<file path="src/rtl/sequenciador_if.sv">
// Program-memory and status bus of the sequenciador.
// The master drives run and dado; the slave (the core) drives the rest.
interface sequenciador_if;
  logic       run;
  logic [7:0] dado;
  logic [4:0] endereco;
  logic [7:0] saida;
  logic       ocupado;
  logic       acabou;

  modport master (
    output run, dado,
    input  endereco, saida, ocupado, acabou
  );

  modport slave (
    input  run, dado,
    output endereco, saida, ocupado, acabou
  );
endinterface

</file>
<file path="src/rtl/sequenciador.sv">
// Tiny accumulator sequencer: fetch/execute FSM over a 32-word program memory.
// Define SEQ_SUBROTINA_EN to enable single-level CALL (0110) / RET (0111).
module sequenciador (
  input logic           clk,
  input logic           reset,
  sequenciador_if.slave bus
);

  typedef enum logic [2:0] {
    PARADO,
    BUSCA,
    EXECUTA,
    ESPERA,
    FIM
  } state_e;

  state_e     state_q, state_d;
  logic [4:0] pc_q, pc_d;
  logic [7:0] ir_q, ir_d;
  logic [7:0] acc_q, acc_d;
  logic [3:0] cnt_q, cnt_d;
  logic [7:0] saida_q, saida_d;
  logic       ocupado_q, ocupado_d;
  logic       acabou_q, acabou_d;
`ifdef SEQ_SUBROTINA_EN
  logic [4:0] ret_q, ret_d;
`endif

  logic [3:0] opcode;
  logic [3:0] operando;

  assign opcode   = ir_q[7:4];
  assign operando = ir_q[3:0];

  always_comb begin
    state_d = state_q;
    pc_d    = pc_q;
    ir_d    = ir_q;
    acc_d   = acc_q;
    cnt_d   = cnt_q;
    saida_d = saida_q;
`ifdef SEQ_SUBROTINA_EN
    ret_d   = ret_q;
`endif
    unique case (state_q)
      PARADO, FIM: begin
        if (bus.run) begin
          state_d = BUSCA;
          pc_d    = 5'd0;
          acc_d   = 8'd0;
        end
      end
      BUSCA: begin
        ir_d    = bus.dado;
        pc_d    = pc_q + 5'd1;
        state_d = EXECUTA;
      end
      EXECUTA: begin
        state_d = BUSCA;
        case (opcode)
          4'h0: acc_d = {4'h0, operando};
          4'h1: acc_d = acc_q + {4'h0, operando};
          4'h2: acc_d = acc_q - {4'h0, operando};
          4'h3: saida_d = acc_q;
          4'h4: pc_d = {1'b0, operando};
          4'h5: if (acc_q == 8'd0) pc_d = {1'b0, operando};
`ifdef SEQ_SUBROTINA_EN
          4'h6: begin
            ret_d = pc_q;
            pc_d  = {1'b0, operando};
          end
          4'h7: pc_d = ret_q;
`endif
          4'hA: begin
            if (operando != 4'd0) begin
              cnt_d   = operando;
              state_d = ESPERA;
            end
          end
          4'hF: state_d = FIM;
          default: ;
        endcase
      end
      ESPERA: begin
        cnt_d = cnt_q - 4'd1;
        // a counter of 1 is the last extra cycle
        if (cnt_q <= 4'd1) state_d = BUSCA;
      end
      default: state_d = PARADO;
    endcase
    ocupado_d = (state_d == BUSCA) || (state_d == EXECUTA) ||
                (state_d == ESPERA);
    acabou_d  = (state_d == FIM);
  end

  always_ff @(posedge clk or posedge reset) begin
    if (reset) begin
      state_q   <= PARADO;
      pc_q      <= 5'd0;
      ir_q      <= 8'd0;
      acc_q     <= 8'd0;
      cnt_q     <= 4'd0;
      saida_q   <= 8'd0;
      ocupado_q <= 1'b0;
      acabou_q  <= 1'b0;
`ifdef SEQ_SUBROTINA_EN
      ret_q     <= 5'd0;
`endif
    end else begin
      state_q   <= state_d;
      pc_q      <= pc_d;
      ir_q      <= ir_d;
      acc_q     <= acc_d;
      cnt_q     <= cnt_d;
      saida_q   <= saida_d;
      ocupado_q <= ocupado_d;
      acabou_q  <= acabou_d;
`ifdef SEQ_SUBROTINA_EN
      ret_q     <= ret_d;
`endif
    end
  end

  assign bus.endereco = pc_q;
  assign bus.saida    = saida_q;
  assign bus.ocupado  = ocupado_q;
  assign bus.acabou   = acabou_q;

endmodule
</file>
<file path="src/flat_wrapper.sv">
// flat-port wrapper written by rule: the top's interface ports become plain ports
module sequenciador_flat 
  (clk, reset, bus_run, bus_dado, bus_endereco, bus_saida, bus_ocupado, bus_acabou);
  sequenciador_if bus_i ();
  input logic clk;
  input logic reset;
  input wire logic [$bits(bus_i.run)-1:0] bus_run;
  input wire logic [$bits(bus_i.dado)-1:0] bus_dado;
  output wire logic [$bits(bus_i.endereco)-1:0] bus_endereco;
  output wire logic [$bits(bus_i.saida)-1:0] bus_saida;
  output wire logic [$bits(bus_i.ocupado)-1:0] bus_ocupado;
  output wire logic [$bits(bus_i.acabou)-1:0] bus_acabou;
  assign bus_i.run = bus_run;
  assign bus_i.dado = bus_dado;
  assign bus_endereco = bus_i.endereco;
  assign bus_saida = bus_i.saida;
  assign bus_ocupado = bus_i.ocupado;
  assign bus_acabou = bus_i.acabou;
  sequenciador u_core (.clk(clk), .reset(reset), .bus(bus_i));
endmodule
</file>
<file path="config.mk">
export PLATFORM = sky130hd
export DESIGN_NAME = sequenciador_flat
export DESIGN_NICKNAME = d
export VERILOG_FILES = /design/src/rtl/sequenciador_if.sv /design/src/rtl/sequenciador.sv /design/src/flat_wrapper.sv
export SDC_FILE = /design/constraint.sdc
export NUM_CORES = 1
export LEC_CHECK = 0
export CAP_MARGIN = 20
export CORE_ASPECT_RATIO = 0.8
export CORE_MARGIN = 4
export CORE_UTILIZATION = 50
export CTS_CLUSTER_SIZE = 24
export DETAILED_ROUTE_END_ITERATION = 6
export DONT_BUFFER_PORTS = 1
export GPL_TIMING_DRIVEN = 0
export PLACE_DENSITY = 0.62
export SLEW_MARGIN = 15
export SYNTH_ARGS = -nofsm -noshare
export SYNTH_HDL_FRONTEND = slang
export SYNTH_SLANG_ARGS = --single-unit
</file>
<file path="constraint.sdc">
create_clock -name clk -period 4.3 [get_ports clk]
set_clock_uncertainty 0.15 [all_clocks]
set_input_delay 1.075 -clock clk [delete_from_list [all_inputs] [get_ports clk]]
set_output_delay 1.075 -clock clk [all_outputs]
set_load 0.02 [all_outputs]
</file>
==> metrics.txt <==
P_leak approximately 1.1 nW; Power Density just over 800 nW/um2; effective utilization at floorplan roughly 52%; total iterations of the first detailed-routing run 4; Final min period a little over 3 ns; synth cell count leaders dfrtp_1 (38), nand2_1 (38), o21ai_0 (20), nor2_1 (17); Root Driver clkbuf_8; HP Class register to register; routed via count around 1700; Setup WS post-layout 1.264 ns; met2 global-route usage 26.90%; CP startpoint kind register; max incr delay on CP 0.47 ns; Seq/Total Area, Yosys 43.13%; Post-CTS Setup Inserts 0; P&R area growth vs syn 7.889%; HP Start u_core.acc_q[0]; CTS tree done; Pins Over Slew Limit 0; YS warnings 0; top-area cell type share of the netlist area between 40 and 50%; peak supply drop 0.0003324 V; GPL Wtd Cong ~0.93; Gate power share roughly half; Pint slightly above 0.001 W; r2r setup slk ~1.3 ns; post-cts hold buffer count 0; H-tree levels 2; first-pass GRT wire length around 8.2 mm; Fmax 0.3294 GHz; most frequent CP cell ha_1; data required time at the worst endpoint roughly 4.4 ns; flop and latch count out of synthesis 38; RSZ-0062 raised after global routing false; arrival time at the worst endpoint ~3.1 ns; IO buf count 0; worst-path cell chain inv_1, ha_1, or3b_2, nand2_1, ha_1, a21oi_1, o21ai_0, or3_4, a2111oi_4, o21bai_1; Max Cap Violations 0; Least-Margin Pin Slew roughly 0.86 ns; DR WL/cell roughly 16 um; sequential power share around 37%; GR Util All Layers 20.06%; diode count 0; Worst-path clk slew about 0.070 ns; grt ovf 0; DRC errors left 0; Crit Path Category register to register; DPL Wire Length 3.643 mm; crit share post-route roughly 71%; Mapped Nets 264; Nets ~270; final number of setup-violating endpoints 0; Clock Latency Late Sink a little under 0.3 ns; Mapped Cells 240; setup TNS 0 ns; final core occ 56.23%; Clock power frac about 12%; Avg Cell Area, Syn just over 9 um2; Final Hold Fails 0; Die Y-Extent ~67 um; Die X-Extent between 80 and 90 um; Core Rows 21; grt met3 use ~5.3%; post-cts gate resize count 0; die area roughly 5500 um2; Slew HR 42.87%; 1st-iter DRT viols between 100 and 150; Vias per Instance ~5.6; Max FO, Critical Path 6; share of layout cells above drive strength 1 slightly above 10%; Critical Path Slowest Stage Cell dfrtp_1; initial antenna violation count 0; ys async rst share between 90% and 100%; crit end category register; Worst Setup SP u_core.ir_q[0]; Most used DFF post-synth dfrtp_1; pin count of the biggest net entering global routing 25; CTS Sinks 38; sw frac 46.50%; total wire length 4.740 mm; Psw 0.0008987 W; FF-to-FF Start u_core.ir_q[0]; grt peak-use layer met1; TritonCTS Buffers 5; Synth Cell Area roughly 2200 um2; outcome finished clean; pre-CTS WS ~1.3 ns; Core ar. 4230 um2; synth top area cells dfrtp_1 (43%), ha_1 (6.8%), nand2_1 (6.5%); Ports 26; vias in the first global route 1668; count of different cell masters after synthesis 51; clock buffer depth 2; Final ANT Viol Nets 0; leading area contributor after synthesis dfrtp_1; EDFF count, synth 0; met1 Track Usage GR 30.34%
[power by group through the flow]
stage	combinational, W	sequential [W]	clock, W
2_1_floorplan	0.000804	0.000665	0
6_report	0.000980	0.000714	0.000239
3_3_place_gp	0.000964	0.000714	0
3_5_place_dp	0.000980	0.000720	0
4_1_cts	0.000985	0.000713	0.000249
5_1_grt	0.00113	0.000737	0.000266
[cell type report]
type | count | area, um2
Fill cell | 389 | 1852
Multi-Input combinational cell | 178 | 1161
Sequential cell | 38 | 950.9
Clock buffer | 6 | 82.58
Tap cell | 57 | 71.32
Inverter | 15 | 56.30
Buffer | 9 | 36.28
Timing Repair Buffer | 1 | 20.02
[cells in the final DEF, fill, tap and decap left out, types with 2 or more instances in the layout]
master / n
xnor2_1: 3
nand2_1: 38
clkbuf_1: 7
a21oi_1: 15
o41ai_1: 2
mux2_2: 5
nor3_1: 5
clkbuf_8: 6
or4_1: 2
inv_1: 14
o31ai_1: 4
a21o_1: 2
a22o_1: 2
ha_1: 12
nor2b_1: 3
buf_2: 2
nand2b_1: 2
mux2i_1: 3
nor2_1: 17
nor3b_1: 2
o21ai_0: 20
or3b_2: 2
nand3_1: 8
nand4_1: 3
dfrtp_1: 38
nand3b_1: 2
[cell families (layout without fill, tap and decap cells)]
family,Yosys count,after routing,share of synthesized area (%)
fa+ha+maj,13,13,7.718
mux,8,8,3.916
flops,38,38,43.13
xor+xnor,4,4,1.589
buf+inv,24,31,4.200
simple gates,92,92,21.17
compound gates,61,61,18.28
[state kept, by name, summed over array words and instances, names as in the netlist]
name / cells
u_core.acc_q: 8
u_core.bus.acabou: 1
u_core.bus.endereco: 5
u_core.bus.ocupado: 1
u_core.bus.saida: 8
u_core.cnt_q: 4
u_core.ir_q: 8
u_core.state_q: 3
[metal layers]
layer	part of all wire [%]	routed length, um
met3	5.2	245
met5	0	0
met2	40	1899
met4	1.4	67
met1	53	2527
[metrics by stage]
step / hold slack [ns] / instance area (um2) / power (W) / std cells
floorplan: 0.3154 / 2205 / 0.001469 / 240
global placement: 0.3450 / 2276 / 0.001678 / 297
detailed placement: 0.3497 / 2296 / 0.001700 / 298
CTS: 0.3655 / 2379 / 0.001947 / 304
global route: 0.4060 / 2379 / 0.002135 / 304
finish: 0.3590 / 2379 / 0.001933 / 304
[critical path: cells and delay by family (launching register included)]
family                   cells  cell delay (ns)
buffers and inverters        1             0.13
AO/OA/AOI/OAI                4             0.80
adder cells (fa/ha/maj)      2             0.45
flip-flops                   1             0.47
AND/OR/NAND/NOR              3             0.95
[final timing paths]
| path | end | cells past startpoint |
|---|---|---|
| setup / recovery | u_core.acc_q[7] | 10 |
| hold / removal | u_core.acc_q[0] | 2 |
| setup reg to reg | u_core.acc_q[7] | 10 |
| hold reg to reg | u_core.acc_q[0] | 2 |
| max in group asynchronous | u_core.ir_q[1] | 2 |
| min in group asynchronous | u_core.bus.saida[0] | 1 |
Power figures use the tool's default switching activity.
